`src/rtl/host_axi_pkg.sv`:
```
// Shared host-memory AXI4 read-channel types and constants.
// Used by the read arbiter, its order FIFO users and the channel interface.
package host_axi_pkg;

  localparam int unsigned HOST_ADDR_WIDTH = 48;
  localparam int unsigned HOST_DATA_WIDTH = 512;
  localparam int unsigned AXI_LEN_WIDTH   = 8;

  typedef struct packed {
    logic [HOST_ADDR_WIDTH-1:0] addr;
    logic [AXI_LEN_WIDTH-1:0]   len;
    logic [2:0]                 size;
  } axi_ar_t;

  typedef struct packed {
    logic [HOST_DATA_WIDTH-1:0] data;
    logic [1:0]                 resp;
    logic                       last;
  } axi_r_t;

  typedef enum logic {
    StIdle,
    StIssue
  } ar_state_e;

  // Round-robin pick between two requesters: the preferred port wins if valid.
  function automatic logic rr_pick(logic rr, logic v0, logic v1);
    if (rr) begin
      return v1 ? 1'b1 : 1'b0;
    end
    return v0 ? 1'b0 : 1'b1;
  endfunction

endpackage

```
`src/rtl/host_axi_rd_arbiter_if.sv`:
```
// AXI4 read channel (AR + R) bundle. "master" issues AR and sinks R,
// "slave" accepts AR and sources R.
interface host_axi_rd_arbiter_if #(
  parameter int unsigned ADDR_WIDTH = host_axi_pkg::HOST_ADDR_WIDTH,
  parameter int unsigned DATA_WIDTH = host_axi_pkg::HOST_DATA_WIDTH,
  parameter int unsigned LEN_WIDTH  = host_axi_pkg::AXI_LEN_WIDTH
);

  logic                  arvalid;
  logic                  arready;
  logic [ADDR_WIDTH-1:0] araddr;
  logic [LEN_WIDTH-1:0]  arlen;
  logic [2:0]            arsize;
  logic                  rvalid;
  logic                  rready;
  logic [DATA_WIDTH-1:0] rdata;
  logic [1:0]            rresp;
  logic                  rlast;

  modport master (
    output arvalid, araddr, arlen, arsize, rready,
    input  arready, rvalid, rdata, rresp, rlast
  );

  modport slave (
    input  arvalid, araddr, arlen, arsize, rready,
    output arready, rvalid, rdata, rresp, rlast
  );

endinterface

```
`src/rtl/rd_order_fifo.sv`:
```
// Single-clock FIFO of grant indices; records which requester owns each
// outstanding burst so in-order responses can be routed back.
module rd_order_fifo #(
  parameter  int unsigned Depth    = 16,
  parameter  int unsigned Width    = 1,
  localparam int unsigned PtrWidth = $clog2(Depth),
  localparam int unsigned CntWidth = PtrWidth + 1
) (
  input  logic                clk,
  input  logic                rst,
  input  logic                push,
  input  logic                pop,
  input  logic [Width-1:0]    din,
  output logic [Width-1:0]    dout,
  output logic                empty,
  output logic                full,
  output logic [CntWidth-1:0] count
);

  logic [Width-1:0]    mem_q [Depth];
  logic [Width-1:0]    mem_d [Depth];
  logic [PtrWidth-1:0] wr_ptr_q, wr_ptr_d;
  logic [PtrWidth-1:0] rd_ptr_q, rd_ptr_d;
  logic [CntWidth-1:0] count_q, count_d;
  logic                do_push, do_pop;

  assign empty = (count_q == '0);
  assign full  = (count_q == CntWidth'(Depth));
  assign count = count_q;
  assign dout  = mem_q[rd_ptr_q];

  always_comb begin
    do_push  = push & ~full;
    do_pop   = pop & ~empty;
    mem_d    = mem_q;
    wr_ptr_d = wr_ptr_q;
    rd_ptr_d = rd_ptr_q;
    count_d  = count_q;
    if (do_push) begin
      mem_d[wr_ptr_q] = din;
      wr_ptr_d        = wr_ptr_q + PtrWidth'(1);
    end
    if (do_pop) begin
      rd_ptr_d = rd_ptr_q + PtrWidth'(1);
    end
    if (do_push && !do_pop) begin
      count_d = count_q + CntWidth'(1);
    end else if (!do_push && do_pop) begin
      count_d = count_q - CntWidth'(1);
    end
  end

  always_ff @(posedge clk) begin
    if (rst) begin
      wr_ptr_q <= '0;
      rd_ptr_q <= '0;
      count_q  <= '0;
    end else begin
      wr_ptr_q <= wr_ptr_d;
      rd_ptr_q <= rd_ptr_d;
      count_q  <= count_d;
    end
  end

  // Storage needs no reset: entries are only read once counted valid.
  always_ff @(posedge clk) begin
    mem_q <= mem_d;
  end

endmodule

```
`src/rtl/host_axi_rd_arbiter.sv`:
```
// Two-requester round-robin arbiter onto the single-ID host read channel.
// Responses return in order; an order FIFO of grant indices steers R beats.
module host_axi_rd_arbiter
  import host_axi_pkg::*;
#(
  parameter  int unsigned ADDR_WIDTH      = HOST_ADDR_WIDTH,
  parameter  int unsigned DATA_WIDTH      = HOST_DATA_WIDTH,
  parameter  int unsigned LEN_WIDTH       = AXI_LEN_WIDTH,
  parameter  int unsigned MAX_OUTSTANDING = 16,
  localparam int unsigned CntWidth        = $clog2(MAX_OUTSTANDING) + 1
) (
  input  logic                bcd_clk,
  input  logic                bcd_reset,
  host_axi_rd_arbiter_if.slave  s0,
  host_axi_rd_arbiter_if.slave  s1,
  host_axi_rd_arbiter_if.master m,
  output logic [CntWidth-1:0] outstanding,
  output logic                err_unexpected_r
);

  typedef struct packed {
    logic [ADDR_WIDTH-1:0] addr;
    logic [LEN_WIDTH-1:0]  len;
    logic [2:0]            size;
  } ar_t;

  ar_state_e state_q, state_d;
  ar_t       ar_q, ar_d;
  logic      rr_q, rr_d;
  logic      err_q, err_d;
  logic      win;

  logic                fifo_push, fifo_pop;
  logic                fifo_dout, fifo_empty, fifo_full;
  logic [CntWidth-1:0] fifo_count;

  logic                  head_rready;
  logic                  m_rready_int;
  logic [DATA_WIDTH-1:0] rdata_bcast;

  rd_order_fifo #(
    .Depth (MAX_OUTSTANDING),
    .Width (1)
  ) u_order_fifo (
    .clk   (bcd_clk),
    .rst   (bcd_reset),
    .push  (fifo_push),
    .pop   (fifo_pop),
    .din   (win),
    .dout  (fifo_dout),
    .empty (fifo_empty),
    .full  (fifo_full),
    .count (fifo_count)
  );

  // AR arbitration. Full uses the registered count, so a same-cycle pop
  // only frees a slot on the following cycle.
  always_comb begin
    state_d    = state_q;
    ar_d       = ar_q;
    rr_d       = rr_q;
    fifo_push  = 1'b0;
    s0.arready = 1'b0;
    s1.arready = 1'b0;
    win        = rr_pick(rr_q, s0.arvalid, s1.arvalid);
    unique case (state_q)
      StIdle: begin
        if (!bcd_reset && (s0.arvalid || s1.arvalid) && !fifo_full) begin
          fifo_push = 1'b1;
          rr_d      = ~win;
          state_d   = StIssue;
          if (win) begin
            s1.arready = 1'b1;
            ar_d       = '{addr: s1.araddr, len: s1.arlen, size: s1.arsize};
          end else begin
            s0.arready = 1'b1;
            ar_d       = '{addr: s0.araddr, len: s0.arlen, size: s0.arsize};
          end
        end
      end
      StIssue: begin
        if (m.arready) begin
          state_d = StIdle;
        end
      end
      default: state_d = StIdle;
    endcase
  end

  assign m.arvalid = (state_q == StIssue);
  assign m.araddr  = ar_q.addr;
  assign m.arlen   = ar_q.len;
  assign m.arsize  = ar_q.size;

  // R routing: only rvalid is steered, payload is broadcast.
  assign head_rready  = fifo_dout ? s1.rready : s0.rready;
  assign m_rready_int = ~fifo_empty & head_rready;
  assign m.rready     = m_rready_int;
  assign s0.rvalid    = m.rvalid & ~fifo_empty & ~fifo_dout;
  assign s1.rvalid    = m.rvalid & ~fifo_empty & fifo_dout;
  assign fifo_pop     = m.rvalid & m_rready_int & m.rlast;

  assign rdata_bcast = m.rdata;
  assign s0.rdata    = rdata_bcast;
  assign s1.rdata    = rdata_bcast;
  assign s0.rresp    = m.rresp;
  assign s1.rresp    = m.rresp;
  assign s0.rlast    = m.rlast;
  assign s1.rlast    = m.rlast;

  always_comb begin
    err_d = err_q | (m.rvalid & fifo_empty);
  end

  assign outstanding      = fifo_count;
  assign err_unexpected_r = err_q;

  always_ff @(posedge bcd_clk) begin
    if (bcd_reset) begin
      state_q <= StIdle;
      ar_q    <= '0;
      rr_q    <= 1'b0;
      err_q   <= 1'b0;
    end else begin
      state_q <= state_d;
      ar_q    <= ar_d;
      rr_q    <= rr_d;
      err_q   <= err_d;
    end
  end

endmodule

```
`src/flat_wrapper.sv`:
```
// flat-port wrapper written by rule: the top's interface ports become plain ports
module host_axi_rd_arbiter_flat import host_axi_pkg::*;
#(
  parameter  int unsigned ADDR_WIDTH      = HOST_ADDR_WIDTH,
  parameter  int unsigned DATA_WIDTH      = HOST_DATA_WIDTH,
  parameter  int unsigned LEN_WIDTH       = AXI_LEN_WIDTH,
  parameter  int unsigned MAX_OUTSTANDING = 16,
  localparam int unsigned CntWidth        = $clog2(MAX_OUTSTANDING) + 1
)
  (bcd_clk, bcd_reset, outstanding, err_unexpected_r, s0_arvalid, s0_araddr, s0_arlen, s0_arsize, s0_rready, s0_arready, s0_rvalid, s0_rdata, s0_rresp, s0_rlast, s1_arvalid, s1_araddr, s1_arlen, s1_arsize, s1_rready, s1_arready, s1_rvalid, s1_rdata, s1_rresp, s1_rlast, m_arvalid, m_araddr, m_arlen, m_arsize, m_rready, m_arready, m_rvalid, m_rdata, m_rresp, m_rlast);
  host_axi_rd_arbiter_if #(.ADDR_WIDTH(ADDR_WIDTH), .DATA_WIDTH(DATA_WIDTH), .LEN_WIDTH(LEN_WIDTH)) s0_i ();
  host_axi_rd_arbiter_if #(.ADDR_WIDTH(ADDR_WIDTH), .DATA_WIDTH(DATA_WIDTH), .LEN_WIDTH(LEN_WIDTH)) s1_i ();
  host_axi_rd_arbiter_if #(.ADDR_WIDTH(ADDR_WIDTH), .DATA_WIDTH(DATA_WIDTH), .LEN_WIDTH(LEN_WIDTH)) m_i ();
  input  logic bcd_clk;
  input  logic bcd_reset;
  output logic [CntWidth-1:0] outstanding;
  output logic err_unexpected_r;
  input wire logic [$bits(s0_i.arvalid)-1:0] s0_arvalid;
  input wire logic [$bits(s0_i.araddr)-1:0] s0_araddr;
  input wire logic [$bits(s0_i.arlen)-1:0] s0_arlen;
  input wire logic [$bits(s0_i.arsize)-1:0] s0_arsize;
  input wire logic [$bits(s0_i.rready)-1:0] s0_rready;
  output wire logic [$bits(s0_i.arready)-1:0] s0_arready;
  output wire logic [$bits(s0_i.rvalid)-1:0] s0_rvalid;
  output wire logic [$bits(s0_i.rdata)-1:0] s0_rdata;
  output wire logic [$bits(s0_i.rresp)-1:0] s0_rresp;
  output wire logic [$bits(s0_i.rlast)-1:0] s0_rlast;
  input wire logic [$bits(s1_i.arvalid)-1:0] s1_arvalid;
  input wire logic [$bits(s1_i.araddr)-1:0] s1_araddr;
  input wire logic [$bits(s1_i.arlen)-1:0] s1_arlen;
  input wire logic [$bits(s1_i.arsize)-1:0] s1_arsize;
  input wire logic [$bits(s1_i.rready)-1:0] s1_rready;
  output wire logic [$bits(s1_i.arready)-1:0] s1_arready;
  output wire logic [$bits(s1_i.rvalid)-1:0] s1_rvalid;
  output wire logic [$bits(s1_i.rdata)-1:0] s1_rdata;
  output wire logic [$bits(s1_i.rresp)-1:0] s1_rresp;
  output wire logic [$bits(s1_i.rlast)-1:0] s1_rlast;
  output wire logic [$bits(m_i.arvalid)-1:0] m_arvalid;
  output wire logic [$bits(m_i.araddr)-1:0] m_araddr;
  output wire logic [$bits(m_i.arlen)-1:0] m_arlen;
  output wire logic [$bits(m_i.arsize)-1:0] m_arsize;
  output wire logic [$bits(m_i.rready)-1:0] m_rready;
  input wire logic [$bits(m_i.arready)-1:0] m_arready;
  input wire logic [$bits(m_i.rvalid)-1:0] m_rvalid;
  input wire logic [$bits(m_i.rdata)-1:0] m_rdata;
  input wire logic [$bits(m_i.rresp)-1:0] m_rresp;
  input wire logic [$bits(m_i.rlast)-1:0] m_rlast;
  assign s0_i.arvalid = s0_arvalid;
  assign s0_i.araddr = s0_araddr;
  assign s0_i.arlen = s0_arlen;
  assign s0_i.arsize = s0_arsize;
  assign s0_i.rready = s0_rready;
  assign s0_arready = s0_i.arready;
  assign s0_rvalid = s0_i.rvalid;
  assign s0_rdata = s0_i.rdata;
  assign s0_rresp = s0_i.rresp;
  assign s0_rlast = s0_i.rlast;
  assign s1_i.arvalid = s1_arvalid;
  assign s1_i.araddr = s1_araddr;
  assign s1_i.arlen = s1_arlen;
  assign s1_i.arsize = s1_arsize;
  assign s1_i.rready = s1_rready;
  assign s1_arready = s1_i.arready;
  assign s1_rvalid = s1_i.rvalid;
  assign s1_rdata = s1_i.rdata;
  assign s1_rresp = s1_i.rresp;
  assign s1_rlast = s1_i.rlast;
  assign m_arvalid = m_i.arvalid;
  assign m_araddr = m_i.araddr;
  assign m_arlen = m_i.arlen;
  assign m_arsize = m_i.arsize;
  assign m_rready = m_i.rready;
  assign m_i.arready = m_arready;
  assign m_i.rvalid = m_rvalid;
  assign m_i.rdata = m_rdata;
  assign m_i.rresp = m_rresp;
  assign m_i.rlast = m_rlast;
  host_axi_rd_arbiter #(.ADDR_WIDTH(ADDR_WIDTH), .DATA_WIDTH(DATA_WIDTH), .LEN_WIDTH(LEN_WIDTH), .MAX_OUTSTANDING(MAX_OUTSTANDING)) u_core (.bcd_clk(bcd_clk), .bcd_reset(bcd_reset), .s0(s0_i), .s1(s1_i), .m(m_i), .outstanding(outstanding), .err_unexpected_r(err_unexpected_r));
endmodule
```
`config.mk`:
```
export PLATFORM = sky130hd
export DESIGN_NAME = host_axi_rd_arbiter_flat
export DESIGN_NICKNAME = d
export VERILOG_FILES = /design/src/rtl/host_axi_pkg.sv /design/src/rtl/host_axi_rd_arbiter_if.sv /design/src/rtl/rd_order_fifo.sv /design/src/rtl/host_axi_rd_arbiter.sv /design/src/flat_wrapper.sv
export SDC_FILE = /design/constraint.sdc
export NUM_CORES = 1
export LEC_CHECK = 0
export ABC_AREA = 1
export CAP_MARGIN = 5
export CORE_AREA = 2 2 686 688
export DETAILED_ROUTE_END_ITERATION = 8
export DIE_AREA = 0 0 688 690
export PLACE_DENSITY = 0.3
export SYNTH_ARGS = -nofsm -noshare
export SYNTH_HDL_FRONTEND = slang
export SYNTH_SLANG_ARGS = --single-unit
export TNS_END_PERCENT = 5
```
`constraint.sdc`:
```
create_clock -name bcd_clk -period 3 [get_ports bcd_clk]
set_clock_uncertainty 0.1 [all_clocks]
set_input_delay 0.6 -clock bcd_clk [delete_from_list [all_inputs] [get_ports bcd_clk]]
set_output_delay 0.6 -clock bcd_clk [all_outputs]
set_load 0.02 [all_outputs]
```
==> out/summary.txt, run 1 <==
outcome: finished clean
GRT met1 Usage: 4.80%
commonest cells after routing, fill and taps aside: 223 x nand2_1, 190 x clkdlybuf4s50_1, 74 x dfxtp_1
final-stage net count: 1400
period utilization: 94.4%
setup_tns: 0 ns
reg2reg end: u_core.u_order_fifo.count[3]$_SDFFE_PP0P_
Worst-Margin Slew: 0.798 ns
unique cell type count in the Yosys netlist: 28
Worst Path Buf+Inv: 5
Util after Layout: 3.06%
Area Growth Syn to Fin: 20.9%
PortBufs: 199
DR iter-0 viols: 629
Switching Share: 40.5%
Slew Viols, Final: 0
clk slew on worst S/H paths: 0.11 ns
sw power: 0.00185 W
post-layout min period: 2.83 ns
total power: 0.00456 W
P_int: 0.00271 W
DIE WIDTH: 688 um
global routing's busiest layer: met3
via/cell ratio: 1.11
Reg power frac: 33.1%
DIE AREA: 0.475 mm^2
#FFs+latches synth: 91
TritonCTS Buffers: 9
io pins: 1742
Final ANT Viol Nets: 0
initial antenna violation count: 53
leakage power: 2.53 nW
H-tree depth: 3
VDD IR max: 0.267 mV
final hold slack: 0.401 ns
final hold violations: 0
Worst slew margin: 46.8%
GR Layer Usage met2: 16.5%
# rows: 251
Top cell by count, worst path: nand2_1
met3 Use GR: 22.0%
Placer Congestion: 0.706
Die H: 690 um
final wirelength: 282 mm
Reg2Reg Depth: 19
CTS tree: done
CTS Root Cell: clkbuf_16
Synth Instances: 1565
Combinational Power Share: 36.6%
Critical Path AT: 3.03 ns
Clk Latency, worst-skew pair: 0.42 ns
clock power share: 30.3%
Worst EP required: 3.20 ns
reg-to-reg slack, setup: 0.17 ns
WL per Instance: 40.5 um
cell area after synthesis: 0.0118 mm^2
CP startpoint kind: flop
largest net degree at the start of global routing: 60
clk sinks: 91
worst-path fanout max: 5
postcts setup bufs: 0
first-pass GRT wire length: 302 mm
DR vias: 7714
most common cell after layout, fill and taps aside: nand2_1
# DRC: 0
DP HPWL: 269 mm
Min-Delay Path Class: reg -> reg
layout cell share with drive strength beyond 1: 8.75%
Worst Setup SP: u_core.u_order_fifo.rd_ptr_q[0]$_SDFFE_PP0P_
Critical Path Sink: u_core.u_order_fifo.count[3]$_SDFFE_PP0P_
Worst R2R Start: u_core.u_order_fifo.rd_ptr_q[0]$_SDFFE_PP0P_
GRT overflow: 0
Clock Path Buffers: 2
Syn Nets: 2216
critical path's largest stage delay: 0.38 ns
Seq/Total Area, Yosys: 16.8%
cell family with most CP delay: simple AND/OR/NAND/NOR gates
Synthesis Warnings: 0
Post-Synthesis Mean Instance Area: 7.55 um^2
Hold Crit Depth: 2
Post-CTS Hold Buffers: 0
crit-path cells: buf_4, nand2_1, nand3_1, nand3_1, nand3_2, nand2_1, nand2_1, nand3_1, buf_4, ha_1, inv_1, buf_4, ha_1, nand2_1, nor2_1, a211oi_1, xnor2_1, o21ai_0, inv_1
fillers: 55.9k
Initial Utilization: 2.53%
unrepaired setup endpoints after global routing: true
Cell Pwr Density: 319 mW/mm^2
Critical Path Stages: 19
core area: 0.467 mm^2
Max Cap Viol: 0
CP Class: reg -> reg
setup violators final: 0
drt pass-1 iters: 4
Critical-path top delay cell: dfxtp_4
CP Capture Type: flop
GRT Resource Usage Total: 11.4%
fmax: 0.353 GHz
vias in the first global route: 7136
==> metrics by stage <==
step	cells	setup slack [ns]	cell area, um^2
2_1_floorplan	1565	0.345	11800
3_3_place_gp	6936	-0.250	14000
3_5_place_dp	6936	-0.283	14000
4_1_cts	6952	0.0234	14300
5_1_grt	6952	-0.0380	14300
6_report	6953	0.167	14300
==> per-layer routing <==
metal,wire [um],vias to the layer above
met5,1420,-
met4,8830,27
met3,116000,316
met2,114000,2262
met1,40900,2932
li1,-,2177
==> worst min-delay path by stage <==
stage / startpoint / to / slack [ns]
floorplan: u_core.u_order_fifo.rd_ptr_q[3]$_SDFFE_PP0P_ / u_core.u_order_fifo.rd_ptr_q[3]$_SDFFE_PP0P_ / 0.37
global placement: u_core.err_unexpected_r$_SDFF_PP0_ / u_core.err_unexpected_r$_SDFF_PP0_ / 0.37
detailed placement: u_core.m.araddr[21]$_SDFFE_PP0N_ / u_core.m.araddr[21]$_SDFFE_PP0N_ / 0.38
CTS: u_core.m.araddr[42]$_SDFFE_PP0N_ / u_core.m.araddr[42]$_SDFFE_PP0N_ / 0.40
global route: u_core.m.araddr[43]$_SDFFE_PP0N_ / u_core.m.araddr[43]$_SDFFE_PP0N_ / 0.41
finish: u_core.m.araddr[26]$_SDFFE_PP0N_ / u_core.m.araddr[26]$_SDFFE_PP0N_ / 0.40
==> cell families after synthesis <==
group / Yosys count / synth area share, %
buffers and inverters: 1092 / 68.0
DFF: 91 / 16.8
adders and majority gates: 10 / 1.12
and+or+nand+nor: 285 / 9.63
xor gates and xnor gates: 4 / 0.297
AOI/OAI and AO/OA: 83 / 4.18
==> cell type report <==
| class | count | area (um^2) | area share, % |
|---|---|---|---|
| well taps | 6198 | 7750 | 54.3 |
| repair buffers | 230 | 2280 | 15.9 |
| flip-flops and latches | 91 | 1990 | 13.9 |
| multi-input cells | 382 | 1830 | 12.8 |
| clock buffers | 9 | 225 | 1.58 |
| inverters | 35 | 134 | 0.938 |
| clock inverters | 7 | 71.3 | 0.500 |
| diodes | 1 | 2.50 | 0.0175 |
==> tightest hold or removal path, cell delays in order (launching register included) <==
cell and delay (ns):
dfxtp_1 0.32, nand2_1 0.06, a31oi_1 0.08
==> Yosys cell counts (all sizes together) <==
cell / n / area (um^2)
xor2: 2 / 17.5
a31oi: 59 / 369
fa: 1 / 20.0
a21oi: 12 / 60.1
buf: 1050 / 7870
inv: 35 / 131
o21ai: 10 / 50.1
nor3: 2 / 10.0
clkbuf: 7 / 26.3
nor4: 1 / 12.5
edfxtp: 16 / 480
nor2: 34 / 138
a211oi: 2 / 15.0
or2: 1 / 6.26
nand3: 20 / 110
ha: 9 / 113
nand3b: 1 / 7.51
xnor2: 2 / 17.5
nand2: 225 / 847
dfxtp: 75 / 1500
nand4: 1 / 6.26
==> repair_timing <==
| item | CTS | global route |
|---|---|---|
| gates resized for setup | 5 | 7 |
| setup endpoints to repair | 3 | 3 |
| pin swaps | 0 | 3 |
==> power groups by stage <==
stage / sequential [W] / combinational, W / clock (W)
after floorplan: 0.00165 / 0.00256 / 0
after global placement: 0.00153 / 0.00171 / 0
after detailed placement: 0.00153 / 0.00171 / 0
after CTS: 0.00151 / 0.00173 / 0.00150
after global routing: 0.00153 / 0.00185 / 0.00149
final: 0.00151 / 0.00167 / 0.00138
==> state kept, by name, summed over array words and instances, names as in the netlist <==
signal / count
u_core.err_unexpected_r: 1
u_core.m.araddr: 48
u_core.m.arlen: 8
u_core.m.arsize: 3
u_core.m.arvalid: 1
u_core.rr_q: 1
u_core.u_order_fifo.count: 5
u_core.u_order_fifo.mem_q: 16
u_core.u_order_fifo.rd_ptr_q: 4
u_core.u_order_fifo.wr_ptr_q: 4
Power figures use the tool's default switching activity.
==> run 2: changes to the inputs <==
Settings changed: CORE_AREA 2 2 686 688 to 2 2 689 691, DIE_AREA 0 0 688 690 to 0 0 691 693, DONT_BUFFER_PORTS set to 1.
==> run 2 against run 1 <==
  * Die area rose by 0.87%
  * Via count down 10%
  * Clock-buffer cell count stayed put
  * Global-route usage shrank 0.28 points
  * Cell count is 2.1% lower
  * Register-to-register slack improved by 0.13 ns
  * Largest power group is now sequential cells
  * Worst hold slack worse by 0.25 ns
  * Non-clock buffer count shrank 197
  * Critical path type is now reg -> out
  * Sequential cell count unchanged
==> out/summary.txt, run 2 (synthesis gave the netlist of run 1 again) <==
DR iter-0 viols: 627 (-0.32%)
H-tree depth: 3 (unchanged)
Worst-Margin Slew: 0.489 ns (-0.309 ns)
post-layout min period: 2.77 ns (-0.0647 ns)
CP startpoint kind: flop
Placer Congestion: 0.682 (-3.3%)
total power: 0.00408 W (-10%)
P_int: 0.00236 W (-13%)
# DRC: 0 (unchanged)
clk sinks: 91 (unchanged)
Switching Share: 42.1% (+1.6 points)
leakage power: 1.77 nW (-30%)
Die H: 693 um (+0.43%)
fillers: 56.6k (+1.2%)
final hold slack: 0.152 ns (-0.249 ns)
Initial Utilization: 2.50% (-0.030 points)
FF+latch area: 0.00198 mm^2 (-0.19%)
period utilization: 92.3% (-2.2 points)
CTS Root Cell: clkbuf_16
DIE AREA: 0.479 mm^2 (+0.87%)
sw power: 0.00172 W (-7.0%)
Worst slew margin: 67.3% (+21 points)
fmax: 0.361 GHz (+2.3%)
CTS tree: done
largest net degree at the start of global routing: 69 (+15%)
worst slack at placement: 0.165 ns (+0.449 ns)
clock power share: 33.5% (+3.2 points)
GRT overflow: 0 (unchanged)
drt pass-1 iters: 6 (+2)
final wirelength: 278 mm (-1.4%)
# rows: 253 (+0.80%)
Final ANT Viol Nets: 0 (unchanged)
postcts setup bufs: 0 (unchanged)
final-stage net count: 1203 (-14%)
PnR worst setup slack: 0.232 ns (+0.0647 ns)
first-pass GRT wire length: 294 mm (-2.3%)
DR vias: 6911 (-10%)
VDD IR max: 0.319 mV (+20%)
outcome: finished clean
multi-input logic area: 0.00184 mm^2 (+0.75%)
PortBufs: 0 (-100%)
Reg power frac: 40.2% (+7.1 points)
WL per Instance: 40.8 um (+0.72%)
CP Capture Type: primary output
Max Cap Viol: 0 (unchanged)
Min-Delay Path Class: in -> reg
Slew Viols, Final: 0 (unchanged)
Clk Latency, worst-skew pair: 0.41 ns (about the same)
clk slew on worst S/H paths: 0.10 ns (about the same)
DP HPWL: 266 mm (-0.97%)
setup violators final: 0 (unchanged)
final hold violations: 0 (unchanged)
TritonCTS Buffers: 9 (unchanged)
Clock Path Buffers: 2 (unchanged)
GRT Resource Usage Total: 11.1% (-0.28 points)
Util after Layout: 2.62% (-0.44 points)
Worst EP required: 2.30 ns (-0.90 ns)
Cell Pwr Density: 330 mW/mm^2 (+3.2%)
Critical Path AT: 2.07 ns (-0.96 ns)
most common cell after layout, fill and taps aside: nand2_1
core area: 0.472 mm^2 (+1.2%)
CP Class: reg -> out
via/cell ratio: 1.02 (-8.5%)
Post-CTS Hold Buffers: 0 (unchanged)
DIE WIDTH: 691 um (+0.44%)
PostCTS Resize Cnt: 0 (-5)
Combinational Power Share: 26.3% (-10 points)
io pins: 1742 (unchanged)
commonest cells after routing, fill and taps aside: 224 x nand2_1, 75 x dfxtp_1, 59 x a31oi_1
vias in the first global route: 6034 (-15%)
Largest register FFs: 48 (unchanged)
worst-path fanout max: 66 (+61)
layout cell share with drive strength beyond 1: 10.8% (+2.0 points)
Area Growth Syn to Fin: 4.87%
initial antenna violation count: 44 (-17%)
## run 2: power groups by stage
stage	combinational [W]	sequential, W	clock [W]
4_1_cts	0.00112	0.00164	0.00146
3_5_place_dp	0.00112	0.00166	0
6_report	0.00107	0.00164	0.00137
2_1_floorplan	0.00256	0.00165	0
5_1_grt	0.00125	0.00165	0.00147
3_3_place_gp	0.00114	0.00167	0
## run 2: cell type report
cell class / count / area share (%)
antenna: 2 / 0.0404
clock buffer: 9 / 1.82
clock inverter: 7 / 0.606
inverter: 35 / 1.06
multi-input combinational: 382 / 14.9
sequential: 91 / 16.0
tap: 6247 / 63.1
timing repair buffer: 33 / 2.51
## run 2: path summary, 6_finish.rpt
path                                                                    from                                         to  slack, ns  depth (start not counted)
worst max-delay path                             u_core.m.arvalid$_SDFF_PP0_                                 s1_arready       0.23                          5
worst min-delay path                                               bcd_reset            u_core.m.araddr[9]$_SDFFE_PP0N_       0.15                          1
worst max register to register  u_core.u_order_fifo.rd_ptr_q[0]$_SDFFE_PP0P_  u_core.u_order_fifo.count[4]$_SDFFE_PP0P_       0.30                         18
worst min register to register            u_core.err_unexpected_r$_SDFF_PP0_         u_core.err_unexpected_r$_SDFF_PP0_       0.39                          2
## run 2: routing by layer
layer / vias up / track usage [%] / routed length (um)
li1: 1788 / - / -
met1: 2595 / 4.46 / 38900
met2: 2156 / 15.8 / 111000
met3: 356 / 22.1 / 117000
met4: 16 / 3.39 / 10300
met5: - / 0.930 / 652
## run 2: worst max-delay path, cell delays in order, from the launching register on
cell and delay [ns]:
dfxtp_1 0.41, nor3_1 0.40, nand2_4 0.10, buf_12 0.23, nor2_4 0.24, buf_12 0.22
## run 2: through the flow
step	instance area (um^2)	TNS, ns	std cells
6_report	12400	0	6806
5_1_grt	12400	-0.00654	6804
4_1_cts	12400	0	6804
3_5_place_dp	12100	0	6788
3_3_place_gp	12100	0	6788
2_1_floorplan	11800	0	1565
